===== config.mk =====
export PLATFORM = sky130hd
export DESIGN_NAME = cntr_load_ctrl
export DESIGN_NICKNAME = d
export VERILOG_FILES = /design/src/rtl/cntr_pkg.sv /design/src/rtl/cntr_load_ctrl.sv
export SDC_FILE = /design/constraint.sdc
export NUM_CORES = 1
export LEC_CHECK = 0
export ABC_AREA = 1
export CAP_MARGIN = 20
export CORE_ASPECT_RATIO = 0.7
export CORE_UTILIZATION = 52
export CTS_BUF_LIST = sky130_fd_sc_hd__clkbuf_2
export CTS_CLUSTER_DIAMETER = 30
export CTS_CLUSTER_SIZE = 30
export DETAILED_ROUTE_END_ITERATION = 12
export PLACE_DENSITY = 0.88
export SETUP_SLACK_MARGIN = 0.1
export SYNTH_ARGS = -nofsm -noshare
export SYNTH_HDL_FRONTEND = slang
export SYNTH_SLANG_ARGS = --single-unit

===== constraint.sdc =====
create_clock -name clk -period 2.1 [get_ports clk]
set_clock_uncertainty 0.1 [all_clocks]
set_input_delay 0.315 -clock clk [delete_from_list [all_inputs] [get_ports clk]]
set_output_delay 0.315 -clock clk [all_outputs]
set_load 0.05 [all_outputs]

===== src/rtl/cntr_pkg.sv =====
// rtl/cntr_pkg.sv - shared constants and types for the counter load controller
package cntr_pkg;

    localparam int DEFAULT_WIDTH = 4;

    typedef enum logic [1:0] {
        ST_IDLE = 2'd0,
        ST_LOAD = 2'd1,
        ST_RUN  = 2'd2
    } state_t;

    localparam logic MODE_ONESHOT = 1'b0;
    localparam logic MODE_RELOAD  = 1'b1;

endpackage


===== src/rtl/cntr_load_ctrl.sv =====
// rtl/cntr_load_ctrl.sv - sequencer that loads, tracks and periodically reloads a 4-bit counter
module cntr_load_ctrl
    import cntr_pkg::*;
#(
    parameter int WIDTH = DEFAULT_WIDTH
) (
    input  logic             clk,
    input  logic             rst,
    input  logic             cfg_valid,
    output logic             cfg_ready,
    input  logic [WIDTH-1:0] cfg_start,
    input  logic [WIDTH-1:0] cfg_term,
    input  logic             cfg_reload,
    input  logic             abort,
    input  logic [WIDTH-1:0] cnt_q,
    output logic             cnt_ld,
    output logic [WIDTH-1:0] cnt_d,
    output logic             tick,
    output logic             busy,
    output logic             err
);

    localparam logic [WIDTH-1:0] ONE = {{(WIDTH-1){1'b0}}, 1'b1};

    state_t           state;
    logic [WIDTH-1:0] shadow;
    logic [WIDTH-1:0] term_q;
    logic             reload_q;
    logic [WIDTH-1:0] nxt;

    assign cfg_ready = (state == ST_IDLE);
    assign busy      = ~cfg_ready;

    // Shadow follows what the counter will hold next: a reload when ld is high, else +1.
    assign nxt = cnt_ld ? cnt_d : shadow + ONE;

    always_ff @(posedge clk or posedge rst) begin
        if (rst) begin
            state    <= ST_IDLE;
            cnt_ld   <= 1'b0;
            cnt_d    <= '0;
            tick     <= 1'b0;
            err      <= 1'b0;
            shadow   <= '0;
            term_q   <= '0;
            reload_q <= MODE_ONESHOT;
        end else if (abort) begin
            state  <= ST_IDLE;
            cnt_ld <= 1'b0;
            tick   <= 1'b0;
        end else begin
            case (state)
                ST_IDLE: begin
                    if (cfg_valid) begin
                        term_q   <= cfg_term;
                        reload_q <= cfg_reload;
                        cnt_d    <= cfg_start;
                        cnt_ld   <= 1'b1;
                        err      <= 1'b0;
                        state    <= ST_LOAD;
                    end
                end
                ST_LOAD: begin
                    shadow <= cnt_d;
                    tick   <= (cnt_d == term_q);
                    cnt_ld <= (cnt_d == term_q) && (reload_q == MODE_RELOAD);
                    state  <= ST_RUN;
                end
                ST_RUN: begin
                    if (cnt_q != shadow) begin
                        err <= 1'b1;
                    end
                    // One-shot finishes after its single tick; the counter is left free-running.
                    if (tick && (reload_q == MODE_ONESHOT)) begin
                        tick   <= 1'b0;
                        cnt_ld <= 1'b0;
                        state  <= ST_IDLE;
                    end else begin
                        shadow <= nxt;
                        tick   <= (nxt == term_q);
                        cnt_ld <= (nxt == term_q) && (reload_q == MODE_RELOAD);
                    end
                end
                default: begin
                    state  <= ST_IDLE;
                    cnt_ld <= 1'b0;
                    tick   <= 1'b0;
                end
            endcase
        end
    end

endmodule

==> out/results.txt <==
CP Launch Type -> flop
NumNets Final -> 202
CP delay by family, top -> buffers and inverters
Post-Syn Instances -> 150
Post-Syn Nets -> 173
Layout area overhead -> 26.5%
WP data required -> 1.68 ns
Synthesized flop and latch total -> 18
Fmax -> 0.524 GHz
Hold-fix buffers, CTS -> 0
Pwr/cell area -> 1050 nW/um2
Post CTS Setup Buffer Count -> 0
Routed wire length -> 2930 um
CTS buffer count -> 3
CTS root buf -> clkbuf_2
N_diodes -> 0
Crit path cell chain -> clkdlybuf4s50_1
Crit-path max FO -> 2
# fillers -> 154
Clk buf depth -> 2
Crit path kind -> reg -> out
Netlist Area Pre-Place -> 1170 um2
Setup TNS -> 0 ns
Placed insts -> 204
Relative slew slack -> 56.0%
CP arrival -> 1.49 ns
Max cap viols -> 0
Pre-CTS WS -> 0.257 ns
Worst Tran Pin Value -> 0.660 ns
Count of cell types in the netlist -> 27
Die H -> 41.6 um
R2r setup slk -> 0.23 ns
FF-to-FF Start -> state[0]
Peak VDD IR -> 572 uV
RSZ-0062 raised after global routing -> no
Area of the core -> 1980 um2
Minimum clock period -> 1.91 ns
Post-synth EDFFs -> 0
Clk Latency, worst-skew pair -> 0.31 ns
Final setup fails -> 0
Ports -> 26
Finished Layout Cells -> 208
GR Util All Layers -> 25.6%
Fraction of registers with async set/reset -> 100%
Type of element capturing the critical path -> primary output
H-tree depth -> 1
CTS Sinks -> 18
IO Port Bufs -> 25
Tcrit/Tclk final -> 90.8%
Pre-antenna DRT Iters -> 4
Reg2reg end -> shadow[0]
Share of layout cells above drive strength 1 -> 15.2%
Vias in the first global route -> 1127
GP Congestion -> 0.985
Num rows -> 13
Status -> completed
Die ar. -> 2440 um2
Critical-path top delay cell -> clkdlybuf4s50_1
Worst path bufs/invs -> 1
Initial Utilization -> 58.8%
Static leakage -> 0.721 nW
Drt initial violations -> 58
Die Width -> 58.6 um
Post-synthesis sequential area ratio -> 38.6%
Final-report hold violation count -> 0
Initial antenna violation count -> 0
HPWL Detailed -> 2280 um
Via Count -> 1165
CTS clk-pin slew, worst paths -> 0.17 ns
Post-detailed-route via-to-cell ratio -> 5.60
DRC Markers -> 0
Routed len/inst -> 14.1 um
Crit-path max cell delay -> 0.80 ns
Antenna viol nets, final -> 0
Synthesized area per cell -> 7.78 um2
Overflow after GRT -> 0
R2R cell count -> 8
Fin. max-slew vios -> 0
Yosys Warn Count -> 0
Setup WS post-layout -> 0.192 ns
TritonCTS clock tree -> done
Main synth FF type -> dfrtp_1
First-pass GRT wire length -> 4640 um
Largest net degree at the start of global routing -> 19
Final core occ -> 74.4%
Class of the tightest hold or removal check -> in -> async
[power by group]
part,leakage [nW],switching (W),internal [W]
clock,0.0140,0.000107,0.0000414
sequential,0.213,0.000147,0.000441
combinational,0.493,0.000506,0.000302
[synth_stat cells, types with 2 or more instances]
master | n | area share, %
a21oi_1 | 9 | 3.9
buf_2 | 2 | 0.86
dfrtp_1 | 18 | 39
ha_1 | 6 | 6.4
inv_1 | 15 | 4.8
inv_2 | 3 | 0.96
mux2_2 | 2 | 1.9
nand2_1 | 30 | 9.6
nand2_2 | 5 | 2.7
nand3_1 | 15 | 6.4
nand4_1 | 2 | 1.1
nor2_1 | 13 | 4.2
nor2_2 | 2 | 1.1
nor4_1 | 2 | 1.1
o21ai_0 | 5 | 2.1
o21ai_1 | 2 | 0.86
o22ai_1 | 3 | 1.6
xor2_1 | 7 | 5.3
[how the worst max path moves through the flow]
stage                     startpoint        end  slack, ns  cells past startpoint
after detailed placement       abort   cnt_d[0]       0.26                      4
after floorplan             state[1]   cnt_d[2]       0.12                      8
after global routing        state[0]  shadow[0]       0.09                      8
after global placement         abort  term_q[1]       0.32                      4
final                            err        err       0.19                      1
after CTS                       tick       tick       0.12                      1
[repair_timing]
action / in CTS / in global routing
gates resized for setup: 4 / 1
endpoints found under the setup margin: 4 / 1
gates cloned: 0 / 0
[layout make-up]
type | count | area (um2) | area share [%]
multi-input combinational | 110 | 637 | 43.1
sequential | 18 | 450 | 30.5
timing repair buffer | 27 | 255 | 17.3
inverter | 19 | 77.6 | 5.25
tap | 30 | 37.5 | 2.54
clock buffer | 3 | 15.0 | 1.02
clock inverter | 1 | 3.75 | 0.254
[metal layers]
metal | wire length (um) | GRT usage (%)
met5 | 0 | 0
met3 | 295 | 9.03
met2 | 1330 | 42.1
met1 | 1190 | 30.0
met4 | 118 | 11.4
[stage by stage]
stage	hold WS [ns]	instance area, um2	power, W
after floorplan	0.154	1190	0.00118
after global placement	0.399	1460	0.00136
after detailed placement	0.410	1460	0.00140
after CTS	0.299	1470	0.00154
after global routing	0.301	1480	0.00166
final	0.272	1480	0.00154
[registers in the layout (all words and copies together), names as in the netlist]
register	cells
state	2
reload_q	1
cnt_d	4
err	1
cnt_ld	1
shadow	4
term_q	4
tick	1
[cell families after synthesis]
kind of cell,Yosys count,share of synthesized area [%]
compound gates,23,11.0
xor+xnor,7,5.25
fa+ha+maj,6,6.43
buf+inv,22,8.15
flops,18,38.6
mux,2,1.93
simple gates,72,28.6
[placed cells by master (no fill, tap or decap)]
cell type	Yosys	final
a21oi_1	9	9
a21oi_2	1	1
a31oi_1	1	1
buf_4	0	5
clkbuf_2	0	3
clkdlybuf4s50_1	0	17
clkinv_1	0	1
clkinvlp_4	0	1
dfrtp_1	18	18
dlygate4sd2_1	0	4
dlymetal6s2s_1	0	1
ha_1	6	5
ha_4	0	1
inv_1	15	14
inv_2	3	3
inv_4	1	1
mux2_2	2	2
nand2_1	30	30
nand2_2	5	5
nand3_1	15	15
nand3_2	1	1
nand3b_1	1	1
nand4_1	2	2
nor2_1	13	12
nor2_2	2	3
nor2_4	1	1
nor4_1	2	2
o211ai_1	1	1
o21ai_0	5	5
o21ai_1	2	2
o22ai_1	3	3
o31ai_1	1	1
xor2_1	7	7
Note: power is estimated with default switching activity, not from simulation.
